===== config.mk =====
export PLATFORM = sky130hd
export DESIGN_NAME = pwm_sequence_player
export DESIGN_NICKNAME = d
export VERILOG_FILES = /design/src/rtl/pwm_sequence_player_pkg.sv /design/src/rtl/pwm_sequence_player_tick_prescaler.sv /design/src/rtl/pwm_sequence_player.sv
export SDC_FILE = /design/constraint.sdc
export NUM_CORES = 1
export LEC_CHECK = 0
export ABC_AREA = 1
export CELL_PAD_IN_SITES_DETAIL_PLACEMENT = 1
export CELL_PAD_IN_SITES_GLOBAL_PLACEMENT = 1
export CORE_MARGIN = 2
export CORE_UTILIZATION = 55
export CTS_BUF_LIST = sky130_fd_sc_hd__clkbuf_2
export DETAILED_ROUTE_END_ITERATION = 8
export PLACE_DENSITY = 0.86
export SLEW_MARGIN = 20
export SYNTH_ARGS = -nofsm -noshare
export SYNTH_HDL_FRONTEND = slang
export SYNTH_SLANG_ARGS = --single-unit

===== constraint.sdc =====
create_clock -name clk -period 3.8 [get_ports clk]
set_input_delay 0.76 -clock clk [delete_from_list [all_inputs] [get_ports clk]]
set_output_delay 0.76 -clock clk [all_outputs]
set_load 0.02 [all_outputs]

===== src/rtl/pwm_sequence_player_pkg.sv =====
// Shared constants and state encoding for the PWM step-sequence player.
package pwm_sequence_player_pkg;

   // Duty-cycle width shared with the PWM serializer.
   localparam int unsigned DUTY_W = 10;

   // Player state encoding.
   typedef logic [2:0] state_t;
   localparam state_t ST_IDLE = 3'd0;
   localparam state_t ST_LOAD = 3'd1;
   localparam state_t ST_HOLD = 3'd2;
   localparam state_t ST_GAP  = 3'd3;
   localparam state_t ST_DONE = 3'd4;

   // Counter width for values 0..v-1, never narrower than one bit.
   function automatic int unsigned clog2_min1(input int unsigned v);
      return (v <= 1) ? 1 : $clog2(v);
   endfunction

endpackage


===== src/rtl/pwm_sequence_player_tick_prescaler.sv =====
// Free-running divider that emits a one-cycle tick every TICK_CYCLES enabled cycles.
module tick_prescaler
   import pwm_sequence_player_pkg::*;
#(
   parameter int unsigned TICK_CYCLES = 4
) (
   input  logic clk,
   input  logic reset,
   input  logic clear_i,
   input  logic en_i,
   output logic tick_o
);

   localparam int unsigned   CW   = clog2_min1(TICK_CYCLES);
   localparam logic [CW-1:0] TERM = CW'(TICK_CYCLES - 1);
   localparam logic [CW-1:0] ONE  = CW'(1);

   logic [CW-1:0] cnt_q, cnt_d;

   // Next count: clear has priority, otherwise count up to TERM and restart.
   always_comb begin
      cnt_d = cnt_q;
      if (clear_i) begin
         cnt_d = '0;
      end else if (en_i) begin
         cnt_d = (cnt_q == TERM) ? '0 : cnt_q + ONE;
      end
   end

   // Count register.
   always_ff @(posedge clk) begin
      if (reset) begin
         cnt_q <= '0;
      end else begin
         cnt_q <= cnt_d;
      end
   end

   assign tick_o = en_i && (cnt_q == TERM);

endmodule


===== src/rtl/pwm_sequence_player.sv =====
// Plays a programmed (duty, hold) step table into a PWM serializer duty input.
module pwm_sequence_player
   import pwm_sequence_player_pkg::*;
#(
   parameter int unsigned SYS_FREQ_MHZ = 50,
   parameter int unsigned TICK_US      = 1000,
   parameter int unsigned MAX_STEPS    = 16,
   parameter int unsigned GAP_TICKS    = 100,
   parameter int unsigned HOLD_BITS    = 12,
   localparam int unsigned AW          = clog2_min1(MAX_STEPS)
) (
   input  logic                 clk,
   input  logic                 reset,
   input  logic                 wr_en,
   input  logic [AW-1:0]        wr_addr,
   input  logic [DUTY_W-1:0]    wr_duty,
   input  logic [HOLD_BITS-1:0] wr_hold,
   input  logic [AW:0]          seq_len,
   input  logic                 start,
   input  logic                 abort,
   output logic                 busy,
   output logic                 done,
   output logic [DUTY_W-1:0]    duty_cycle,
   output logic [AW-1:0]        step_idx
);

   localparam int unsigned TICK_CYCLES = SYS_FREQ_MHZ * TICK_US;
   localparam int unsigned GAP_W       = clog2_min1(GAP_TICKS + 1);
   localparam int unsigned CNT_W       = (HOLD_BITS > GAP_W) ? HOLD_BITS : GAP_W;

   localparam logic [AW:0]          LEN_MAX  = (AW+1)'(MAX_STEPS);
   localparam logic [AW:0]          LEN_ONE  = (AW+1)'(1);
   localparam logic [AW-1:0]        STEP_ONE = AW'(1);
   localparam logic [CNT_W-1:0]     CNT_ONE  = CNT_W'(1);
   localparam logic [CNT_W-1:0]     GAP_CNT  = CNT_W'(GAP_TICKS);
   localparam logic [HOLD_BITS-1:0] HOLD_MIN = HOLD_BITS'(1);

   // Step table: configuration-time zero, never touched by reset.
   logic [DUTY_W-1:0]    duty_mem [MAX_STEPS] = '{default: '0};
   logic [HOLD_BITS-1:0] hold_mem [MAX_STEPS] = '{default: '0};

   state_t               state_q, state_d;
   logic [AW:0]          len_q, len_d;
   logic [AW-1:0]        step_q, step_d;
   logic [DUTY_W-1:0]    duty_q, duty_d;
   logic [CNT_W-1:0]     ticks_q, ticks_d;
   logic [CNT_W-1:0]     target_q, target_d;

   logic                 timed;
   logic                 tick;
   logic                 phase_done;
   logic                 last_step;
   logic [AW:0]          len_clamped;
   logic [HOLD_BITS-1:0] hold_entry;

   assign timed       = (state_q == ST_HOLD) || (state_q == ST_GAP);
   assign phase_done  = tick && (ticks_q == target_q - CNT_ONE);
   assign last_step   = ({1'b0, step_q} == len_q - LEN_ONE);
   assign len_clamped = (seq_len > LEN_MAX) ? LEN_MAX : seq_len;
   assign hold_entry  = (hold_mem[step_q] == '0) ? HOLD_MIN : hold_mem[step_q];

   // Prescaler restarts outside HOLD/GAP and on every phase boundary so each phase is exact.
   tick_prescaler #(
      .TICK_CYCLES(TICK_CYCLES)
   ) u_prescaler (
      .clk     (clk),
      .reset   (reset),
      .clear_i (!timed || phase_done),
      .en_i    (timed),
      .tick_o  (tick)
   );

   // Table writes, locked out while a sequence is playing.
   always_ff @(posedge clk) begin
      if (wr_en && !busy) begin
         duty_mem[wr_addr] <= wr_duty;
         hold_mem[wr_addr] <= wr_hold;
      end
   end

   // Sequencer next-state logic; abort overrides everything including a same-cycle start.
   always_comb begin
      state_d  = state_q;
      len_d    = len_q;
      step_d   = step_q;
      duty_d   = '0;
      ticks_d  = ticks_q;
      target_d = target_q;
      case (state_q)
         ST_IDLE: begin
            if (start) begin
               step_d  = '0;
               len_d   = len_clamped;
               state_d = (len_clamped == '0) ? ST_DONE : ST_LOAD;
            end
         end
         ST_LOAD: begin
            state_d  = ST_HOLD;
            duty_d   = duty_mem[step_q];
            target_d = CNT_W'(hold_entry);
            ticks_d  = '0;
         end
         ST_HOLD: begin
            duty_d = duty_q;
            if (phase_done) begin
               duty_d  = '0;
               ticks_d = '0;
               if (last_step) begin
                  state_d = ST_DONE;
               end else if (GAP_TICKS != 0) begin
                  state_d  = ST_GAP;
                  target_d = GAP_CNT;
               end else begin
                  state_d = ST_LOAD;
                  step_d  = step_q + STEP_ONE;
               end
            end else if (tick) begin
               ticks_d = ticks_q + CNT_ONE;
            end
         end
         ST_GAP: begin
            if (phase_done) begin
               ticks_d = '0;
               state_d = ST_LOAD;
               step_d  = step_q + STEP_ONE;
            end else if (tick) begin
               ticks_d = ticks_q + CNT_ONE;
            end
         end
         ST_DONE: begin
            state_d = ST_IDLE;
         end
         default: begin
            state_d = ST_IDLE;
         end
      endcase
      if (abort) begin
         state_d = ST_IDLE;
         duty_d  = '0;
         ticks_d = '0;
         len_d   = len_q;
         step_d  = step_q;
      end
   end

   // Sequencer registers.
   always_ff @(posedge clk) begin
      if (reset) begin
         state_q  <= ST_IDLE;
         len_q    <= '0;
         step_q   <= '0;
         duty_q   <= '0;
         ticks_q  <= '0;
         target_q <= '0;
      end else begin
         state_q  <= state_d;
         len_q    <= len_d;
         step_q   <= step_d;
         duty_q   <= duty_d;
         ticks_q  <= ticks_d;
         target_q <= target_d;
      end
   end

   assign busy       = (state_q == ST_LOAD) || timed;
   assign done       = (state_q == ST_DONE);
   assign duty_cycle = duty_q;
   assign step_idx   = step_q;

endmodule


==> results of run 1 <==
Yosys cell counts (all sizes together), types with 7 or more instances:
master / count / share of area [%]
inv: 131 / 2.8
a21oi: 38 / 1.1
nor3: 19 / 0.81
o22ai: 13 / 0.46
buf: 42 / 1.4
o21ai: 139 / 3.9
nand4: 7 / 0.25
xnor2: 12 / 0.59
nor2: 271 / 5.8
dfxtp: 66 / 7.4
o211ai: 21 / 0.89
o221ai: 28 / 1.4
clkbuf: 38 / 0.80
edfxtp: 352 / 60
nand3: 134 / 3.9
xor2: 24 / 1.2
nand2: 306 / 6.6
cell families (layout without fill, tap and decap cells):
logic type	Yosys count	in the layout	synth area share, %
compound gates	247	247	8.11
xor+xnor	36	36	1.78
fa+ha+maj	5	5	0.352
buf+inv	212	402	4.98
flops	418	418	67.0
other cells	0	1	0
simple gates	746	746	17.8
sequential cells by signal, summed over array words and instances (netlist names), named ones only:
name / flops
hold_mem: 192
len_q: 5
target_q: 12
state_q: 3
duty_mem: 160
u_prescaler.cnt_q: 16
duty_cycle: 10
step_idx: 4
ticks_q: 12
worst paths after layout:
| kind | to | slack (ps) |
|---|---|---|
| setup / recovery | busy | 220 |
| hold reg to reg | target_q[1]$_SDFFE_PP0P_ | 480 |
| hold / removal | len_q[2]$_SDFFE_PP0P_ | 420 |
| setup reg to reg | hold_mem[0][5]$_DFFE_PP_ | 1060 |
critical path: stages, from the launching register on:
cell and delay [ps]:
dfxtp_1 480, nor2_1 100, nor2_1 510, clkdlybuf4s50_1 740
power by group:
group / leakage, nW / switching, mW / internal, mW
Combinational: 2.84 / 0.626 / 0.271
Clock: 0.695 / 1.84 / 1.07
Sequential: 3.71 / 0.0438 / 5.03
Total: 7.24 / 2.51 / 6.37
area by class of cell:
class | count | area, µm²
antenna | 1 | 2.50
fill | 3440 | 12000
clock buffer | 150 | 751
multi-input combinational | 1034 | 5040
tap | 402 | 503
clock inverter | 36 | 155
sequential | 418 | 11900
timing repair buffer | 84 | 821
inverter | 132 | 498
layer usage:
metal	wire, µm	global-route usage [%]	vias to the layer above	share of wire (%)
met3	3550	6.89	124	7.1
li1	-	-	6001	-
met4	1700	13.3	0	3.4
met2	24800	51.8	482	50
met1	19900	37.8	6475	40
met5	0	0	-	0
metrics by stage:
step                util, %  std cells  hold slack [ps]
floorplan                 -       1664              439
global route           62.2       2257              377
detailed placement     59.3       2070              463
finish                 62.2       2257              415
CTS                    62.2       2256              322
global placement       59.3       2070              453
==> key figures, run 1 <==
Place
  • Global placer's final weighted congestion: around 0.85
  • Worst setup slack before clock tree synthesis: 738 ps
  • Total of buffers placed on input and output ports: 51
  • Total cell area at the placement stage: approximately 19000 µm²
  • Half-perimeter wire length after placement: approximately 32000 µm

Detailed routing
  • Vias per inst: 5.80
  • Count of nets left with antenna violations after detail routing: 0
  • Average wire length per cell after detail routing: 22.2 µm
  • Routed via count: 13.1k
  • Remaining design rule violation count: 0
  • Total iterations of the first detailed-routing run: 5
  • Number of violations reported at the end of detailed-routing iteration 0: between 1k and 1.5k
  • WL final: 50000 µm

Critical path
  • Critical Path Start Type: flip-flop
  • Depth of the most critical reg-to-reg path: 4
  • Worst path required time: 3040 ps
  • Worst Setup SP: state_q[1]$_SDFFE_PP0P_
  • Critical path class: flip-flop to output pin
  • Nature of the critical path endpoint: output pin
  • Crit-path max FO: 4
  • Worst EP arrival: 2820 ps
  • Beginning of the worst register-to-register path: state_q[2]$_SDFFE_PP0P_

Timing
  • Final sum of negative setup slack: 0 ps
  • Slew of the pin with the lowest slew margin: 931 ps
  • Final number of setup-violating endpoints: 0
  • Setup skew after layout: 72.9 ps
  • Final worst setup slack: 221 ps
  • Setup repair after global routing missed its margin: false
  • Top achievable clock speed: approximately 0.28 GHz
  • Post-route clock period utilization: 94.2%
  • Worst max-slew margin expressed relative to the limit: 37.8%
  • Max-slew violations: 0
  • Final Hold Fails: 0
  • Minimum period implied by the final worst setup slack: 3580 ps

Min path
  • Min-Delay Startpoint: seq_len[2]
  • Hold Path Class: input pin to flip-flop
  • WHS Path Cells: 3

Clock network
  • Buffers inserted during post-CTS setup optimization: 0
  • Number of resized instances in the post-cts repair step: 0
  • Clock network latency to the later pin of the worst-skew pair: 1040 ps
  • # clock sinks: 418
  • Clk Tree Root Cell: clkbuf_2
  • Total number of H-tree levels: 3
  • Clock transition at path regs: 90 ps
  • Hold bufs inserted after CTS: 0
  • Buffers from clock root to sink, at most: 3
  • Clock tree from TritonCTS: yes
  • TritonCTS Buffers: between 100 and 150

Pwr
  • P per Cell Area: ~450 nW/µm²
  • Leak pwr: 7.24 nW
  • Final total power: between 8 and 9 mW
  • Worst ir drop on vdd: 287 µV

Synth
  • Cell variety after synth: 43
  • Avg Cell Area, Syn: 10.7 µm²
  • Async set-reset flop share out of synthesis: 0%
  • Synth Warn #: 0
  • Post-Syn Instances: 1664
  • Yosys reg bits: 418
  • Sequential area share after synthesis: between 60% and 70%
  • Syn nets: 1705
  • Post-Syn Area: 17700 µm²
  • Commonest register cell after synthesis: edfxtp_1
  • Number of synthesized flops with an enable pin: 352

Layout
  • Final non-filler cell area: 19700 µm²
  • Nets@finish: approximately 1.8k
  • Area grow syn2layout: 10.8%
  • Leading cell type in the layout, fill and taps excluded: edfxtp_1
  • Layout cell share with drive strength beyond 1: 13.2%
  • Most frequent cells in the layout: edfxtp_1 (352), nand2_1 (300), nor2_1 (250), clkbuf_2 (150), nand3_1 (131)

GRT
  • Maximum number of pins on one net before global-route repair: 101
  • Aggregate global-route resource usage: 30.6%
  • Initial antenna violation count: 1
  • Overflow left after global routing: 0
  • Global-route wire length before repair: 77900 µm
  • Vias in the first global route: ~14k

Die
  • Number of primary I/O pins: 52
  • Count of standard-cell rows: 65
  • Die Width: 184 µm
  • Core Box Area: 31600 µm²
  • Die footprint: 33700 µm²
  • Starting density of the core: 56.1%
  • Height of the die: 184 µm

Status
  • Result of the run: completed

Run
  • Maximum capacitance violations: 0
Power figures use the tool's default switching activity.
==> run 2: changes to the inputs <==
CORE_UTILIZATION = 40   (was 55)
PLACE_DENSITY = 0.66   (was 0.86)
==> key figures, run 2 (same netlist as run 1, synthesis figures left out) <==
Status
  • Result of the run: completed

GRT
  • Initial antenna violation count: 2
  • Maximum number of pins on one net before global-route repair: 114
  • Global-route wire length before repair: 76900 µm
  • Aggregate global-route resource usage: 21.7%
  • Vias in the first global route: 13.7k
  • Overflow left after global routing: 0

Die
  • Number of primary I/O pins: 52
  • Count of standard-cell rows: 77
  • Die Width: 215 µm
  • Height of the die: roughly 210 µm
  • Core Box Area: 44000 µm²
  • Die footprint: 46100 µm²
  • Starting density of the core: approximately two fifths

Critical path
  • Worst EP arrival: 2700 ps
  • Dominant cell type by count on the critical path: nor2_1
  • Crit-path cells: nor2_1, nor2_1, clkdlybuf4s50_1
  • Critical Path Start Type: flip-flop
  • Delay-heaviest family, CP: buffers and inverters
  • Worst path required time: 3040 ps
  • Crit-path max FO: 4
  • Count of buffer and inverter cells on the critical path: 1
  • Critical path class: flip-flop to output pin
  • Standard cell with the maximum stage delay on the critical path: clkdlybuf4s50_1
  • Nature of the critical path endpoint: output pin
  • Slowest cell delay on critical path: 700 ps

Detailed routing
  • Number of violations reported at the end of detailed-routing iteration 0: 947
  • Average wire length per cell after detail routing: 20.0 µm
  • WL final: slightly below 50000 µm
  • Count of nets left with antenna violations after detail routing: 0
  • Routed via count: 12.8k
  • Vias per inst: 5.22
  • Total iterations of the first detailed-routing run: 5
  • Remaining design rule violation count: 0

Timing
  • Setup repair after global routing missed its margin: false
  • Slew of the pin with the lowest slew margin: 952 ps
  • Max-slew violations: 0
  • Top achievable clock speed: 0.289 GHz
  • Minimum period implied by the final worst setup slack: approximately 3500 ps
  • Post-route clock period utilization: 90.9%
  • Final number of setup-violating endpoints: 0
  • Worst slack on hold paths: 364 ps
  • Final Hold Fails: 0
  • Worst max-slew margin expressed relative to the limit: a little over a third
  • Final worst setup slack: ~340 ps
  • Setup skew after layout: 63.0 ps
  • Final sum of negative setup slack: 0 ps

Layout
  • Post-Route Utilization: between 40% and 50%
  • Most frequent cells in the layout: edfxtp_1 (352), nand2_1 (300), nor2_1 (250), clkbuf_2 (162), nand3_1 (131)
  • Area grow syn2layout: 13.2%
  • Final cell count without fillers: 2455
  • Nets@finish: 1824
  • Final non-filler cell area: 20100 µm²
  • Largest Register: hold_mem
  • Leading cell type in the layout, fill and taps excluded: edfxtp_1
  • Layout cell share with drive strength beyond 1: roughly 14%
  • Registers with the most flip-flops: hold_mem: 192 flops, duty_mem: 160 flops, u_prescaler.cnt_q: 16 flops
  • Number of fillers in the final layout: 4931
  • Flip-flop count of the largest register, all copies and words added: about 190

Clock network
  • Hold bufs inserted after CTS: 0
  • Buffers from clock root to sink, at most: 3
  • Clock network latency to the later pin of the worst-skew pair: 1100 ps
  • Number of resized instances in the post-cts repair step: 0
  • Buffers inserted during post-CTS setup optimization: 0
  • Clock tree from TritonCTS: yes
  • Clock transition at path regs: 90 ps
  • Clk Tree Root Cell: clkbuf_2
  • # clock sinks: 418
  • Total number of H-tree levels: 3
  • TritonCTS Buffers: 108

Min path
  • Hold Path Class: input pin to flip-flop

Pwr
  • P per Cell Area: 455 nW/µm²
  • Leak pwr: 7.34 nW
  • Worst ir drop on vdd: ~200 µV
  • Final total power: 9.14 mW

Run
  • Maximum capacitance violations: 0

Place
  • Post-placement cell count: 2265
  • Half-perimeter wire length after placement: 30500 µm
  • Global placer's final weighted congestion: 0.783
  • Total of buffers placed on input and output ports: 51
  • Total cell area at the placement stage: 19100 µm²
  • Worst setup slack before clock tree synthesis: 798 ps
run 2: report_power, final:
group | switching, mW | internal [mW]
combinational | 0.637 | 0.279
clock | 1.87 | 1.29
sequential | 0.0348 | 5.03
total | 2.54 | 6.60
run 2: cell type report:
type                    count  area [µm²]  area share (%)
clock inverters            26         181           0.903
multi-input cells        1034        5090            25.4
well taps                 592         741            3.69
flip-flops and latches    418       11900            59.2
diodes                      2        5.00          0.0249
clock buffers             162         811            4.04
repair buffers             89         858            4.27
inverters                 132         498            2.48
run 2: metal layers:
layer  wire length [µm]  share of wire [%]  global-route usage, %
met1              21500                 44                   27.9
met3               2290                4.7                   4.31
met2              24200                 49                   36.7
met5                  0                  0                      0
met4               1040                2.1                   7.55
run 2: path summary, 6_finish.rpt:
check / from / end / slack, ps / cells past startpoint
max: state_q[1]$_SDFFE_PP0P_ / busy / 340 / 3
min: seq_len[3] / len_q[3]$_SDFFE_PP0P_ / 360 / 3
max reg2reg: target_q[0]$_SDFFE_PP0P_ / ticks_q[0]$_SDFFE_PP0P_ / 1320 / 13
min reg2reg: target_q[1]$_SDFFE_PP0P_ / target_q[1]$_SDFFE_PP0P_ / 470 / 2
run 2: worst register-to-register path, cell delays in order (launching register included):
cell and delay [ps]:
dfxtp_1 340, inv_1 100, ha_1 270, nand2_2 130
nor2_4 190, nand2_1 90, xor2_1 180, nand2_1 70
nor2_1 170, nand3_4 170, nand2_2 150, nand2_1 60
nand2_1 350, a21oi_1 80
